$ cat src/rtl/cntr_seq_pkg.sv
// Shared types and constants for the counter-increment sequencer.
package cntr_seq_pkg;

    typedef enum logic [1:0] {
        DIR_PLUS,
        DIR_MINUS,
        DIR_DIM
    } dir_e;

    localparam int DEF_NSTG     = 12;
    localparam int DEF_PULSE_TP = 4;
    localparam int MAX_NSTG     = 16;

    // Stage numbers are 1-based; the result is the one-hot TP pattern for that stage.
    function automatic logic [MAX_NSTG-1:0] stage_to_tp(input int unsigned stage);
        return MAX_NSTG'(1) << (stage - 1);
    endfunction

endpackage

$ cat src/rtl/cntr_prio_enc.sv
// Lowest-index priority encoder: returns the index of the lowest set request bit.
module cntr_prio_enc #(
    parameter int N  = 20,
    parameter int AW = $clog2(N)
) (
    input  logic [N-1:0]  req,
    output logic [AW-1:0] idx,
    output logic          valid
);

    always_comb begin
        // NOTE: every combinational output gets a default first, so no latch is inferred.
        idx   = '0;
        valid = 1'b0;
        // Scanning downwards lets the lowest set bit make the final assignment.
        for (int i = N - 1; i >= 0; i--) begin
            if (req[i]) begin
                idx   = AW'(i);
                valid = 1'b1;
            end
        end
    end

endmodule

$ cat src/rtl/cntr_incr_seq.sv
// Counter-increment sequencer: request cells, time-pulse ring, cycle-stealing arbiter.
// Define CNT_DINC_EN to add diminish requests (dup) and the DINC pulse.
module cntr_incr_seq
    import cntr_seq_pkg::*;
#(
    parameter int NCHAN    = 20,
    parameter int NSTG     = DEF_NSTG,
    parameter int PULSE_TP = DEF_PULSE_TP,
    parameter int AW       = $clog2(NCHAN)
) (
    input  logic             CLOCK,
    input  logic             rst,
    input  logic             STEP,
    input  logic             GOJAM,
    input  logic             INHINC,
    input  logic [NCHAN-1:0] pup,
    input  logic [NCHAN-1:0] mup,
`ifdef CNT_DINC_EN
    input  logic [NCHAN-1:0] dup,
    output logic             DINC,
`endif
    output logic [NSTG-1:0]  TP,
    output logic             INKL,
    output logic [AW-1:0]    CADR,
    output logic             PINC,
    output logic             MINC,
    output logic             LOST
);

    localparam logic [NSTG-1:0] TP_FIRST = NSTG'(stage_to_tp(1));
    localparam logic [NSTG-1:0] TP_PULSE = NSTG'(stage_to_tp(PULSE_TP));

    logic [NCHAN-1:0] plus_pend, minus_pend;
    logic [NCHAN-1:0] conflict, eligible, svc, pm_clr;
    logic [AW-1:0]    win_idx;
    logic             win_valid, wrap, grant, lost_hit, pulse_slot;
    dir_e             dir, win_dir;
`ifdef CNT_DINC_EN
    logic [NCHAN-1:0] dim_pend, dim_clr;
`endif

    cntr_prio_enc #(.N(NCHAN), .AW(AW)) u_prio (
        .req   (eligible),
        .idx   (win_idx),
        .valid (win_valid)
    );

    // A channel asking for both plus and minus cancels out and is not eligible.
    always_comb begin
        wrap     = STEP & TP[NSTG-1];
        conflict = plus_pend & minus_pend;
        eligible = plus_pend ^ minus_pend;
`ifdef CNT_DINC_EN
        eligible = eligible | dim_pend;
`endif
    end

    always_comb begin
        grant    = wrap & win_valid & ~INHINC;
        svc      = grant ? (NCHAN'(1) << win_idx) : '0;
        win_dir  = plus_pend[win_idx] ? DIR_PLUS : DIR_MINUS;
        lost_hit = |((pup & plus_pend) | (mup & minus_pend));
`ifdef CNT_DINC_EN
        dim_clr  = svc & dim_pend;
        pm_clr   = (wrap ? conflict : '0) | (svc & ~dim_pend);
        if (dim_pend[win_idx]) win_dir = DIR_DIM;
        lost_hit = lost_hit | (|(dup & dim_pend));
`else
        pm_clr   = (wrap ? conflict : '0) | svc;
`endif
    end

    // NOTE: sequential state is written with non-blocking assignments only.
    always_ff @(posedge CLOCK or posedge rst) begin
        if (rst)        TP <= TP_FIRST;
        else if (GOJAM) TP <= TP_FIRST;
        else if (STEP)  TP <= {TP[NSTG-2:0], TP[NSTG-1]};
    end

    // New requests are OR-ed in after clearing, so a set beats a clear on the same edge.
    always_ff @(posedge CLOCK or posedge rst) begin
        if (rst) begin
            plus_pend  <= '0;
            minus_pend <= '0;
        end else if (GOJAM) begin
            plus_pend  <= '0;
            minus_pend <= '0;
        end else begin
            plus_pend  <= (plus_pend & ~pm_clr) | pup;
            minus_pend <= (minus_pend & ~pm_clr) | mup;
        end
    end

`ifdef CNT_DINC_EN
    always_ff @(posedge CLOCK or posedge rst) begin
        if (rst)        dim_pend <= '0;
        else if (GOJAM) dim_pend <= '0;
        else            dim_pend <= (dim_pend & ~dim_clr) | dup;
    end
`endif

    always_ff @(posedge CLOCK or posedge rst) begin
        if (rst)                      LOST <= 1'b0;
        else if (!GOJAM && lost_hit)  LOST <= 1'b1;
    end

    // INKL, CADR and the direction only change on a wrap edge or GOJAM.
    always_ff @(posedge CLOCK or posedge rst) begin
        if (rst) begin
            INKL <= 1'b0;
            CADR <= '0;
            dir  <= DIR_PLUS;
        end else if (GOJAM) begin
            INKL <= 1'b0;
            CADR <= '0;
        end else if (wrap) begin
            INKL <= grant;
            if (grant) begin
                CADR <= win_idx;
                dir  <= win_dir;
            end
        end
    end

    assign pulse_slot = |(TP & TP_PULSE);
    assign PINC = INKL & (dir == DIR_PLUS)  & pulse_slot;
    assign MINC = INKL & (dir == DIR_MINUS) & pulse_slot;
`ifdef CNT_DINC_EN
    assign DINC = INKL & (dir == DIR_DIM)   & pulse_slot;
`endif

endmodule

$ cat config.mk
export PLATFORM = sky130hd
export DESIGN_NAME = cntr_incr_seq
export DESIGN_NICKNAME = d
export VERILOG_FILES = /design/src/rtl/cntr_seq_pkg.sv /design/src/rtl/cntr_prio_enc.sv /design/src/rtl/cntr_incr_seq.sv
export SDC_FILE = /design/constraint.sdc
export NUM_CORES = 1
export LEC_CHECK = 0
export BUFFER_PORTS_ARGS = -buffer_cell sky130_fd_sc_hd__buf_2
export CAP_MARGIN = 20
export CORE_ASPECT_RATIO = 0.9
export CORE_MARGIN = 2
export CORE_UTILIZATION = 30
export DETAILED_ROUTE_END_ITERATION = 8
export HOLD_SLACK_MARGIN = 0.06
export MAX_ROUTING_LAYER = met4
export PLACE_DENSITY = 0.61
export SYNTH_ARGS = -nofsm -noshare
export SYNTH_HDL_FRONTEND = slang
export SYNTH_SLANG_ARGS = --single-unit
export TNS_END_PERCENT = 20
$ cat constraint.sdc
create_clock -name CLOCK -period 2.6 [get_ports CLOCK]
set_clock_uncertainty 0.1 [all_clocks]
set_input_delay 0.39 -clock CLOCK [delete_from_list [all_inputs] [get_ports CLOCK]]
set_output_delay 0.39 -clock CLOCK [all_outputs]
set_load 0.005 [all_outputs]
==> summary.md, run 1 <==
| Metric | Value |
|---|---|
| Total routed wirelength | `13100 um` |
| Setup WS post-layout | `0.0239 ns` |
| Unrepaired setup endpoints after global routing | `true` |
| Initial antenna violation count | `0` |
| Pin count of the biggest net entering global routing | `35` |
| Cts bufs inserted | `9` |
| Num Clock Sinks | `60` |
| Placement-stage worst setup slack | `-0.106 ns` |
| Cell seen most often among critical-path stages | `sky130_fd_sc_hd__buf_4` |
| Crit-path cells | `ha_4, nor3b_4, a2111oi_4, buf_4, a21o_1, a2111o_1, nand2_4, a221oi_2, buf_4, a22o_1` |
| Async set or reset register ratio after synthesis | `100%` |
| Maximum fanout encountered on the critical timing path | `5` |
| Endpoints failing setup | `0` |
| Kind of launch point of the worst setup path | `flop` |
| Drt pass-1 iters | `5` |
| Height of the die | `106 um` |
| Buffer levels on the longest clock path | `2` |
| Worst slew pin tran | `0.635 ns` |
| Combinational family with the most area after synthesis | `compound AO/OA/AOI/OAI gates` |
| Classification of the worst setup path | `flop to flop` |
| Gr ovfl total | `0` |
| Launch instance of the worst min-delay path | `mup[3]` |
| Count of antenna diodes in the layout | `0` |
| Period minus WS final | `2.58 ns` |
| Skew-Pair Late Insertion Delay | `0.34 ns` |
| Reg-to-Reg Start | `plus_pend[12]$_DFF_PP0_` |
| Sum of buffers and inverters on the critical path | `2` |
| Placed cells | `650` |
| Signal arrival time at the worst endpoint | `2.70 ns` |
| R2R Path End | `plus_pend[17]$_DFF_PP0_` |
| Clk root buf | `sky130_fd_sc_hd__clkbuf_16` |
| Post-Synthesis Mean Instance Area | `9.91 sq um` |
| Syn Nets | `416` |
| Result of the run | `finished, final reports clean` |
| I/O pin total | `66` |
| Die width | `118 um` |
| Maximum level of the CTS H-tree | `3` |
| Crit. End Element | `flop` |
| Required arrival time at the worst endpoint | `2.72 ns` |
| Iteration-0 DRC Markers | `230` |
| Floorplan core area | `11400 sq um` |
| DRC errors left | `0` |
| GRT Util Overall | `21.9%` |
| Static power due to leakage | `2.51 nW` |
| Number of enable flip-flop cells after synthesis | `0` |
| Upper clock frequency limit | `0.388 GHz` |
| Launching element of the worst setup path | `plus_pend[12]$_DFF_PP0_` |
| Post-synthesis instance area | `3480 sq um` |
| Syn Inst Count | `351` |
| Worst IR drop on VDD | `0.362 mV` |
| Flip-flop and latch count after synthesis | `60` |
| Layout filler cell count | `1102` |
| Port Buffers | `65` |
| Main flop type after synthesis | `sky130_fd_sc_hd__dfrtp_1` |
| Worst path depth | `10` |
| Commonest non-fill, non-tap cell in the layout | `sky130_fd_sc_hd__buf_4` |
| Vias in the first global route | `3551` |
| Effective utilization at floorplan | `30.5%` |
| Area share of and/or/nand/nor cells after synthesis | `15.4%` |
| Sequential area share after synthesis | `43.2%` |
| Number of distinct library cells after synthesis | `56` |
| MaxCap Viol Count | `0` |
| Weighted congestion reported at the end of routability-driven placement | `0.938` |
| Final nets | `580` |
| Met2 capacity usage during global routing | `33.1%` |
| Placed cell area | `4660 sq um` |
| Full die area | `12500 sq um` |
| Routed via count | `3620` |
| Number of max-slew violations in the final report | `0` |
| Synth Area in Compound Gates | `28.2%` |
| Count of non-filler cells in the finished layout | `676` |
| Global-route met1 utilization | `29.4%` |
| Number of cells on the worst reg-to-reg path | `10` |
| Area growth, synth to finish | `56.2%` |
| Count of endpoints failing hold in the final timing report | `0` |
| Proportion of synthesized area in mux cells | `3.74%` |
| Fraction of met3 tracks used by global routing | `4.77%` |
| Wire length of the first global-routing pass | `20100 um` |
| Commonest non-fill, non-tap cells in the layout | `93 x sky130_fd_sc_hd__buf_4, 65 x sky130_fd_sc_hd__buf_2, 59 x sky130_fd_sc_hd__dfrtp_1` |
| GRT Max-Usage Layer | `met2` |
| Share of synthesized cell area in full adder, half adder and majority cells | `7.19%` |
| Period Utilization, post-route | `99.1%` |
| Area share of xor/xnor cells in the synthesized design | `0%` |
| Fraction of layout instances using a drive strength above 1 | `45.2%` |
| Drt via density | `5.36` |
| Number of nets with antenna violations after routing | `0` |
| Cell at the slowest stage of the critical path | `sky130_fd_sc_hd__a2111o_1` |
| Worst setup endpoint | `plus_pend[17]$_DFF_PP0_` |
| Cell Pwr Density | `614 nW/um^2` |
| TritonCTS clock tree | `yes` |
| Detailed placement HPWL | `10100 um` |
| # rows | `37` |
| Routed wire length per instance | `19.3 um` |
| Max stage delay on crit path | `0.45 ns` |
| Register-to-register path setup slack | `0.02 ns` |
| Yosys synthesis warning count | `0` |
| Max_slew headroom | `57.6%` |
| Final hold slack | `0.181 ns` |
| Clock-pin slew on the worst setup and hold paths | `0.06 ns` |
| Class of the tightest hold or removal check | `input port to flop` |
| Post-Layout Inst Area | `5430 sq um` |
| CP top delay family | `compound AO/OA/AOI/OAI gates` |
how the worst min path moves through the flow:
stage                                    to  slack (ns)  cells after the start
floorplan                  LOST$_DFFE_PP0P_        0.37                      1
global placement           LOST$_DFFE_PP0P_        0.36                      1
detailed placement         LOST$_DFFE_PP0P_        0.37                      1
CTS                 minus_pend[3]$_DFF_PP0_        0.18                      3
global route        minus_pend[3]$_DFF_PP0_        0.19                      3
finish              minus_pend[3]$_DFF_PP0_        0.18                      3
what timing repair did:
action / CTS / global route
endpoints found under the setup margin: 21 / 43
pin swaps: 1 / 22
setup buffers: 0 / 8
resized for setup: 11 / 45
hold buffers: 1 / 0
cloned: 0 / 1
hold endpoints to repair: 11 / 0
report_power, final:
part	switching, mW	total [mW]	internal (mW)
Clock	0.439	1.33	0.889
Combinational	0.514	0.978	0.464
Sequential	0.0463	1.03	0.985
sequential cells by signal, indices dropped and copies added, names as in the netlist:
| signal | cells |
|---|---|
| minus_pend | 20 |
| plus_pend | 20 |
| TP | 12 |
| dir | 1 |
| INKL | 1 |
| CADR | 5 |
| LOST | 1 |
synth_stat cells, types with 2 or more instances:
library cell	number	area share, %
sky130_fd_sc_hd__a2111oi_0	2	0.50
sky130_fd_sc_hd__a211oi_1	3	0.65
sky130_fd_sc_hd__a211oi_2	2	0.72
sky130_fd_sc_hd__a21o_1	2	0.43
sky130_fd_sc_hd__a21oi_1	39	5.6
sky130_fd_sc_hd__a221oi_1	10	2.5
sky130_fd_sc_hd__a22o_1	15	3.8
sky130_fd_sc_hd__a22oi_1	15	3.2
sky130_fd_sc_hd__a32oi_1	10	2.5
sky130_fd_sc_hd__and2_1	2	0.36
sky130_fd_sc_hd__and3_1	2	0.36
sky130_fd_sc_hd__buf_2	2	0.29
sky130_fd_sc_hd__clkbuf_1	9	0.97
sky130_fd_sc_hd__dfrtp_1	59	42
sky130_fd_sc_hd__ha_1	20	7.2
sky130_fd_sc_hd__inv_1	6	0.65
sky130_fd_sc_hd__inv_2	2	0.22
sky130_fd_sc_hd__mux2i_1	13	3.7
sky130_fd_sc_hd__nand2_1	13	1.4
sky130_fd_sc_hd__nand2b_1	4	0.72
sky130_fd_sc_hd__nand3_1	3	0.43
sky130_fd_sc_hd__nand4_1	6	1.1
sky130_fd_sc_hd__nor2_1	57	6.2
sky130_fd_sc_hd__nor3_1	3	0.43
sky130_fd_sc_hd__nor4_1	8	1.4
sky130_fd_sc_hd__nor4_2	2	0.72
sky130_fd_sc_hd__o21a_1	4	0.86
sky130_fd_sc_hd__o21ai_1	2	0.29
sky130_fd_sc_hd__o21bai_1	3	0.65
sky130_fd_sc_hd__o22ai_1	2	0.36
sky130_fd_sc_hd__o31a_1	2	0.50
sky130_fd_sc_hd__o31ai_1	2	0.43
sky130_fd_sc_hd__o41ai_1	2	0.50
sky130_fd_sc_hd__or3_1	3	0.54
layout make-up:
type | count | area, sq um | area share [%]
sequential | 60 | 1500 | 27.7
inverter | 8 | 30.0 | 0.553
timing repair buffer | 164 | 1120 | 20.5
tap | 156 | 195 | 3.59
clock buffer | 12 | 256 | 4.72
clock inverter | 4 | 72.6 | 1.34
multi-input combinational | 272 | 2260 | 41.6
worst min-delay path, stage by stage:
cell,delay [ns]
sky130_fd_sc_hd__buf_2,0.09
sky130_fd_sc_hd__a21oi_1,0.04
sky130_fd_sc_hd__nor2_1,0.07
kinds of logic after synthesis:
group,count (synthesis)
compound gates,128
simple gates,110
fa+ha+maj,20
flops,60
mux,13
buf+inv,20
metal layers:
metal / up-vias / wire [um]
met5: - / 0
met4: 0 / 403
met3: 36 / 750
met2: 146 / 5790
met1: 1739 / 6120
li1: 1699 / -
through the flow:
| stage | power (mW) | TNS, ns | utilization [%] |
|---|---|---|---|
| floorplan | 1.42 | 0 | - |
| global placement | 1.86 | -0.795 | 41.0 |
| detailed placement | 1.86 | -1.04 | 41.0 |
| CTS | 3.22 | -0.0872 | 44.4 |
| global route | 3.48 | -0.769 | 47.7 |
| finish | 3.34 | 0 | 47.7 |
Power figures use the tool's default switching activity.
==> run 2, diff against run 1 <==
--- a/config.mk
+++ b/config.mk
@@ -5,7 +5,7 @@
 export SDC_FILE = /design/constraint.sdc
 export NUM_CORES = 1
 export LEC_CHECK = 0
-export BUFFER_PORTS_ARGS = -buffer_cell sky130_fd_sc_hd__buf_2
+export BUFFER_PORTS_ARGS = -buffer_cell sky130_fd_sc_hd__buf_4
 export CAP_MARGIN = 20
 export CORE_ASPECT_RATIO = 0.9
 export CORE_MARGIN = 2
==> run 2 against run 1 <==
  * The flow now finishes with violations (setup timing)
  * Combinational power about the same
  * Flip-flop and latch count is the same
  * Non-clock buffer count increased by 10
  * Critical path type unchanged
  * Highest routed layer unchanged
==> summary.md, run 2 (synthesis results as in run 1) <==
| Metric | Value |
|---|---|
| Iteration-0 DRC Markers | `216 (-6.1%)` |
| Result of the run | `finished, violations left` |
| Max_slew headroom | `60.9% (+3.3 points)` |
| # rows | `37 (unchanged)` |
| Period minus WS final | `2.69 ns (+0.117 ns)` |
| Classification of the worst setup path | `flop to flop` |
| Placement-stage worst setup slack | `-0.258 ns (-0.152 ns)` |
| Clk root buf | `sky130_fd_sc_hd__clkbuf_16` |
| Maximum fanout encountered on the critical timing path | `5 (unchanged)` |
| Max stage delay on crit path | `0.45 ns (about the same)` |
| Clock-pin slew on the worst setup and hold paths | `0.05 ns (about the same)` |
| Initial antenna violation count | `0 (unchanged)` |
| Port Buffers | `65 (unchanged)` |
| Signal arrival time at the worst endpoint | `2.81 ns (+0.11 ns)` |
| Die width | `118 um (unchanged)` |
| Clock power share | `38.9% (-0.9 points)` |
| Register-to-register path setup slack | `-0.09 ns (-0.12 ns)` |
| Sequential Area | `1500 sq um (unchanged)` |
| Skew-Pair Late Insertion Delay | `0.34 ns (about the same)` |
| Gr ovfl total | `0 (unchanged)` |
| Routed via count | `3730 (+3.0%)` |
| Total design power | `3.32 mW (-0.42%)` |
| GRT Util Overall | `22.7% (+0.77 points)` |
| Count of endpoints failing hold in the final timing report | `0 (unchanged)` |
| Cell internal power dissipation | `2.33 mW (-0.20%)` |
| Violations in the final reports | `setup timing` |
| Placed cell area | `4840 sq um (+3.9%)` |
| Area used by multi-input combinational logic | `2180 sq um (-3.4%)` |
| Total routed wirelength | `13400 um (+2.4%)` |
| Final TNS setup | `-1.05 ns (-1.05 ns)` |
| Post-Layout Inst Area | `5580 sq um (+2.7%)` |
| Crit-path cells | `ha_4, buf_4, a2111oi_4, a211oi_4, buf_4, o41ai_4, buf_4, a22oi_1, a21oi_1, nor2_1` |
| Pin count of the biggest net entering global routing | `61 (+74%)` |
| Period Utilization, post-route | `104% (+4.5 points)` |
| Wire length of the first global-routing pass | `21000 um (+4.5%)` |
| Detailed placement HPWL | `10200 um (+0.70%)` |
| Net Switching | `0.990 mW (-0.93%)` |
| Floorplan core area | `11400 sq um (unchanged)` |
| I/O pin total | `66 (unchanged)` |
| Sequential cell fraction of total power | `31.0% (about the same)` |
| Cell seen most often among critical-path stages | `sky130_fd_sc_hd__buf_4` |
| Cell at the slowest stage of the critical path | `sky130_fd_sc_hd__o41ai_4` |
| Worst IR drop on VDD | `0.345 mV (-4.8%)` |
| Buffer levels on the longest clock path | `2 (unchanged)` |
| Cell Pwr Density | `595 nW/um^2 (-3.1%)` |
| Final nets | `589 (+1.6%)` |
| Layout filler cell count | `1115 (+1.2%)` |
| Area growth, synth to finish | `60.5%` |
| Full die area | `12500 sq um (unchanged)` |
| Share of total power in combinational logic | `30.1% (+0.8 points)` |
| Cts bufs inserted | `9 (unchanged)` |
| Number of nets with antenna violations after routing | `0 (unchanged)` |
| Worst slew pin tran | `0.586 ns (-0.0487 ns)` |
| Endpoints failing setup | `19 (+19)` |
| Static power due to leakage | `2.53 nW (+1.1%)` |
| Vias in the first global route | `3757 (+5.8%)` |
| Commonest non-fill, non-tap cell in the layout | `sky130_fd_sc_hd__buf_4` |
| Sw frac | `29.8% (-0.15 points)` |
| Drt via density | `5.45 (+1.7%)` |
| CP top delay family | `compound AO/OA/AOI/OAI gates` |
| Upper clock frequency limit | `0.371 GHz (-4.3%)` |
| Count of non-filler cells in the finished layout | `685 (+1.3%)` |
| Sum of buffers and inverters on the critical path | `3 (+1)` |
| Routed wire length per instance | `19.5 um (+1.1%)` |
| TritonCTS clock tree | `yes` |
| Top flop regs | `minus_pend: 20 flops, plus_pend: 20 flops, TP: 12 flops` |
| Class of the tightest hold or removal check | `input port to flop` |
| Setup WS post-layout | `-0.0929 ns (-0.117 ns)` |
| Required arrival time at the worst endpoint | `2.71 ns (about the same)` |
| MaxCap Viol Count | `0 (unchanged)` |
| Drt pass-1 iters | `4 (-1)` |
| Unrepaired setup endpoints after global routing | `true` |
| Kind of launch point of the worst setup path | `flop` |
| Placed cells | `654 (+0.62%)` |
| Crit. End Element | `flop` |
| Height of the die | `106 um (unchanged)` |
| Effective utilization at floorplan | `30.5% (unchanged)` |
| Commonest non-fill, non-tap cells in the layout | `169 x sky130_fd_sc_hd__buf_4, 59 x sky130_fd_sc_hd__dfrtp_1, 55 x sky130_fd_sc_hd__nor2_1` |
| Maximum level of the CTS H-tree | `3 (unchanged)` |
| DRC errors left | `0 (unchanged)` |
| Fraction of layout instances using a drive strength above 1 | `45.4% (+0.18 points)` |
| Count of antenna diodes in the layout | `0 (unchanged)` |
| Number of max-slew violations in the final report | `0 (unchanged)` |
| Weighted congestion reported at the end of routability-driven placement | `1.01 (+8.1%)` |
| Num Clock Sinks | `60 (unchanged)` |
[run 2: path summary, 6_finish.rpt]
kind	startpoint	to	cells past startpoint
max	plus_pend[9]$_DFF_PP0_	plus_pend[0]$_DFF_PP0_	10
min	mup[2]	minus_pend[2]$_DFF_PP0_	3
max reg2reg	plus_pend[9]$_DFF_PP0_	plus_pend[0]$_DFF_PP0_	10
min reg2reg	LOST$_DFFE_PP0P_	LOST$_DFFE_PP0P_	1
max in group asynchronous	rst	TP[0]$_DFFE_PP1P_	4
min in group asynchronous	rst	minus_pend[0]$_DFF_PP0_	4
[run 2: what timing repair did]
item	in CTS	in global routing
pin swaps	12	23
resized for setup	26	21
endpoints found under the setup margin	37	45
hold buffers	1	0
buffers inserted	6	8
hold endpoints to repair	59	0
[run 2: metrics by stage]
stage	util, %	hold slack (ns)
after global placement	42.5	0.372
after floorplan	-	0.368
after detailed placement	42.5	0.370
after global routing	49.0	0.189
final	49.0	0.174
after CTS	47.5	0.175
[run 2: final cells by class]
class | count | area share, %
multi-input cells | 271 | 39.1
flip-flops and latches | 60 | 26.9
repair buffers | 174 | 24.2
clock buffers | 11 | 4.35
well taps | 156 | 3.50
clock inverters | 5 | 1.34
inverters | 8 | 0.583
[run 2: power by group through the flow]
stage	logic, mW	clock network (mW)	registers, mW
floorplan	0.381	0	1.04
global placement	0.849	0	1.03
detailed placement	0.844	0	1.03
CTS	0.917	1.31	1.03
global route	1.06	1.35	1.03
finish	1.00	1.29	1.03
[run 2: tightest hold or removal path: stages]
cell and delay (ns):
sky130_fd_sc_hd__buf_4 0.08, sky130_fd_sc_hd__a21oi_1 0.03, sky130_fd_sc_hd__nor2_1 0.07
[run 2: metal layers]
layer	GRT usage [%]	vias to the layer above	part of all wire, %
met3	4.61	23	5.4
met5	-	-	0
li1	-	1720	-
met4	8.43	0	2.6
met1	30.2	1851	46
met2	34.3	136	46
==> run 3, diff against run 2 <==
--- a/config.mk
+++ b/config.mk
@@ -13,7 +13,7 @@
 export DETAILED_ROUTE_END_ITERATION = 8
 export HOLD_SLACK_MARGIN = 0.06
 export MAX_ROUTING_LAYER = met4
-export PLACE_DENSITY = 0.61
+export PLACE_DENSITY_LB_ADDON = 0.05
 export SYNTH_ARGS = -nofsm -noshare
 export SYNTH_HDL_FRONTEND = slang
 export SYNTH_SLANG_ARGS = --single-unit
==> run 3 against run 2 <==
  * The run now ends clean
  * Flip-flop and latch count did not move
  * Die area did not move
  * Highest routed layer unchanged
  * Critical path depth did not move
  * Global-route usage rose by 0.067 points
  * Register-to-register slack improved by 0.12 ns
  * Non-clock buffer count fell by 10
  * Sequential share of layout area fell by 0.11 points
  * Critical endpoint is now dir[0]$_DFFE_PP0P_
  * Hold slack got worse by 0.11 ns
==> summary.md, run 3 (synthesis results as in run 1) <==
| Metric | Value |
|---|---|
| Upper clock frequency limit | `0.389 GHz (+4.7%)` |
| Number of nets with antenna violations after routing | `0 (unchanged)` |
| Floorplan core area | `11400 sq um (unchanged)` |
| Effective utilization at floorplan | `30.5% (unchanged)` |
| Detailed placement HPWL | `10200 um (-0.43%)` |
| GRT Max-Usage Layer | `met2` |
| Buffer levels on the longest clock path | `2 (unchanged)` |
| Class of the tightest hold or removal check | `input port to async pin` |
| Classification of the worst setup path | `flop to flop` |
| Drt via density | `5.44 (-0.14%)` |
| Final nets | `580 (-1.5%)` |
| Period Utilization, post-route | `99.0% (-4.6 points)` |
| I/O pin total | `66 (unchanged)` |
| Kind of launch point of the worst setup path | `flop` |
| Static power due to leakage | `2.53 nW (-0.31%)` |
| Routed wire length per instance | `20.2 um (+3.5%)` |
| Result of the run | `finished, final reports clean` |
| Endpoints failing setup | `0 (-19)` |
| # rows | `37 (unchanged)` |
| Clock-pin slew on the worst setup and hold paths | `0.05 ns (about the same)` |
| Required arrival time at the worst endpoint | `2.76 ns (+0.05 ns)` |
| Clk root buf | `sky130_fd_sc_hd__clkbuf_16` |
| Unrepaired setup endpoints after global routing | `true` |
| Max_slew headroom | `55.2% (-5.7 points)` |
| Die width | `118 um (unchanged)` |
| Period minus WS final | `2.57 ns (-0.120 ns)` |
| Port Buffers | `65 (unchanged)` |
| Total routed wirelength | `13700 um (+2.2%)` |
| Height of the die | `106 um (unchanged)` |
| Wire length of the first global-routing pass | `20800 um (-1.2%)` |
| Skew-Pair Late Insertion Delay | `0.33 ns (about the same)` |
| Count of antenna diodes in the layout | `0 (unchanged)` |
| Commonest non-fill, non-tap cell in the layout | `sky130_fd_sc_hd__buf_4` |
| Commonest non-fill, non-tap cells in the layout | `159 x sky130_fd_sc_hd__buf_4, 59 x sky130_fd_sc_hd__dfrtp_1, 56 x sky130_fd_sc_hd__nor2_1` |
| Maximum fanout encountered on the critical timing path | `4 (-1)` |
| Top flop regs | `minus_pend: 20 flops, plus_pend: 20 flops, TP: 12 flops` |
| Fraction of layout instances using a drive strength above 1 | `46.0% (+0.59 points)` |
| Signal arrival time at the worst endpoint | `2.74 ns (-0.07 ns)` |
| Total design power | `3.34 mW (+0.61%)` |
| Sequential Area | `1500 sq um (unchanged)` |
| Full die area | `12500 sq um (unchanged)` |
| Maximum level of the CTS H-tree | `3 (unchanged)` |
| Number of max-slew violations in the final report | `0 (unchanged)` |
| Global-route met1 utilization | `30.7% (+0.45 points)` |
| Drt pass-1 iters | `6 (+2)` |
| Worst slew pin tran | `0.671 ns (+0.0848 ns)` |
| Vias in the first global route | `3530 (-6.0%)` |
| Crit. End Element | `flop` |
| TritonCTS clock tree | `yes` |
| Fraction of met3 tracks used by global routing | `4.99% (+0.38 points)` |
| MaxCap Viol Count | `0 (unchanged)` |
| GRT Util Overall | `22.7% (+0.067 points)` |
| Routed via count | `3676 (-1.4%)` |
| Weighted congestion reported at the end of routability-driven placement | `0.908 (-10%)` |
| Pin count of the biggest net entering global routing | `58 (-4.9%)` |
| Area used by multi-input combinational logic | `2280 sq um (+4.6%)` |
| Num Clock Sinks | `60 (unchanged)` |
| Cell Pwr Density | `596 nW/um^2 (+0.21%)` |
| Layout filler cell count | `1121 (+0.54%)` |
| DRC errors left | `0 (unchanged)` |
| Initial antenna violation count | `0 (unchanged)` |
| Final TNS setup | `0 ns (+1.05 ns)` |
| Worst IR drop on VDD | `0.391 mV (+13%)` |
| Area growth, synth to finish | `61.1%` |
| Met2 capacity usage during global routing | `33.2% (-1.0 points)` |
| Cts bufs inserted | `9 (unchanged)` |
| Iteration-0 DRC Markers | `201 (-6.9%)` |
| Gr ovfl total | `0 (unchanged)` |
| Count of endpoints failing hold in the final timing report | `0 (unchanged)` |
run 3: changes by cell type in the layout (fill, tap and decap cells not counted), moves of 2 or more:
cell,delta
sky130_fd_sc_hd__a221oi_2,+2
sky130_fd_sc_hd__a32oi_2,+3
sky130_fd_sc_hd__buf_4,-10
sky130_fd_sc_hd__nor4_2,+3
sky130_fd_sc_hd__a221oi_1,-3
sky130_fd_sc_hd__a32oi_1,-3
sky130_fd_sc_hd__ha_1,-2
sky130_fd_sc_hd__a22oi_2,-4
sky130_fd_sc_hd__ha_4,+2
sky130_fd_sc_hd__a21oi_1,+3
sky130_fd_sc_hd__a22oi_1,+4
sky130_fd_sc_hd__a21oi_2,-3
sky130_fd_sc_hd__nor4_4,-2
run 3: area by class of cell:
class / instances / area share, %
multi-input combinational: 272 / 40.7
clock buffer: 9 / 4.02
tap: 156 / 3.48
timing repair buffer: 164 / 22.8
clock inverter: 7 / 1.63
sequential: 60 / 26.8
inverter: 8 / 0.536
run 3: metrics by stage:
step	hold WS, ns	std cells	utilization, %	area (sq um)	worst slack [ns]
after detailed placement	0.394	647	42.0	4780	-0.152
after floorplan	0.368	351	-	3480	0.161
after CTS	0.0893	670	46.5	5300	0.00287
final	0.0651	676	49.2	5600	0.0270
after global routing	0.121	676	49.2	5600	-0.0547
after global placement	0.363	647	42.0	4780	-0.166
run 3: worst paths after layout:
kind | startpoint | to | slack, ns | depth (start not counted)
max reg2reg | minus_pend[13]$_DFF_PP0_ | dir[0]$_DFFE_PP0P_ | 0.03 | 10
min in group CLOCK | mup[10] | minus_pend[10]$_DFF_PP0_ | 0.18 | 3
max | minus_pend[13]$_DFF_PP0_ | dir[0]$_DFFE_PP0P_ | 0.03 | 10
min | rst | minus_pend[9]$_DFF_PP0_ | 0.07 | 2
min reg2reg | LOST$_DFFE_PP0P_ | LOST$_DFFE_PP0P_ | 0.40 | 1
max in group asynchronous | rst | minus_pend[15]$_DFF_PP0_ | 1.72 | 3
run 3: worst max-delay path: stages, from the launching register on:
cell,delay (ns)
sky130_fd_sc_hd__dfrtp_1,0.43
sky130_fd_sc_hd__ha_4,0.25
sky130_fd_sc_hd__buf_4,0.15
sky130_fd_sc_hd__a2111oi_4,0.33
sky130_fd_sc_hd__buf_4,0.19
sky130_fd_sc_hd__buf_4,0.12
sky130_fd_sc_hd__a211oi_4,0.08
sky130_fd_sc_hd__o21a_1,0.18
sky130_fd_sc_hd__a211o_1,0.29
sky130_fd_sc_hd__a32o_1,0.27
sky130_fd_sc_hd__a21oi_2,0.12
run 3: routing by layer:
layer  wire length (um)  vias to the layer above
met3                727                       23
met1               6450                     1824
met2               6110                      132
met4                386                        0
li1                   -                     1697
met5                  0                        -
run 3: timing repair:
action	4_1_cts	5_1_grt
setup endpoints to repair	37	42
hold buffers	0	0
gates cloned	1	0
pin swaps	11	15
resized for setup	19	39
buffers inserted	6	7
run 3: power breakdown:
group / internal (mW) / leakage [nW] / switching [mW] / total (mW)
Combinational: 0.495 / 1.60 / 0.539 / 1.03
Clock: 0.834 / 0.155 / 0.444 / 1.28
Sequential: 0.985 / 0.766 / 0.0466 / 1.03
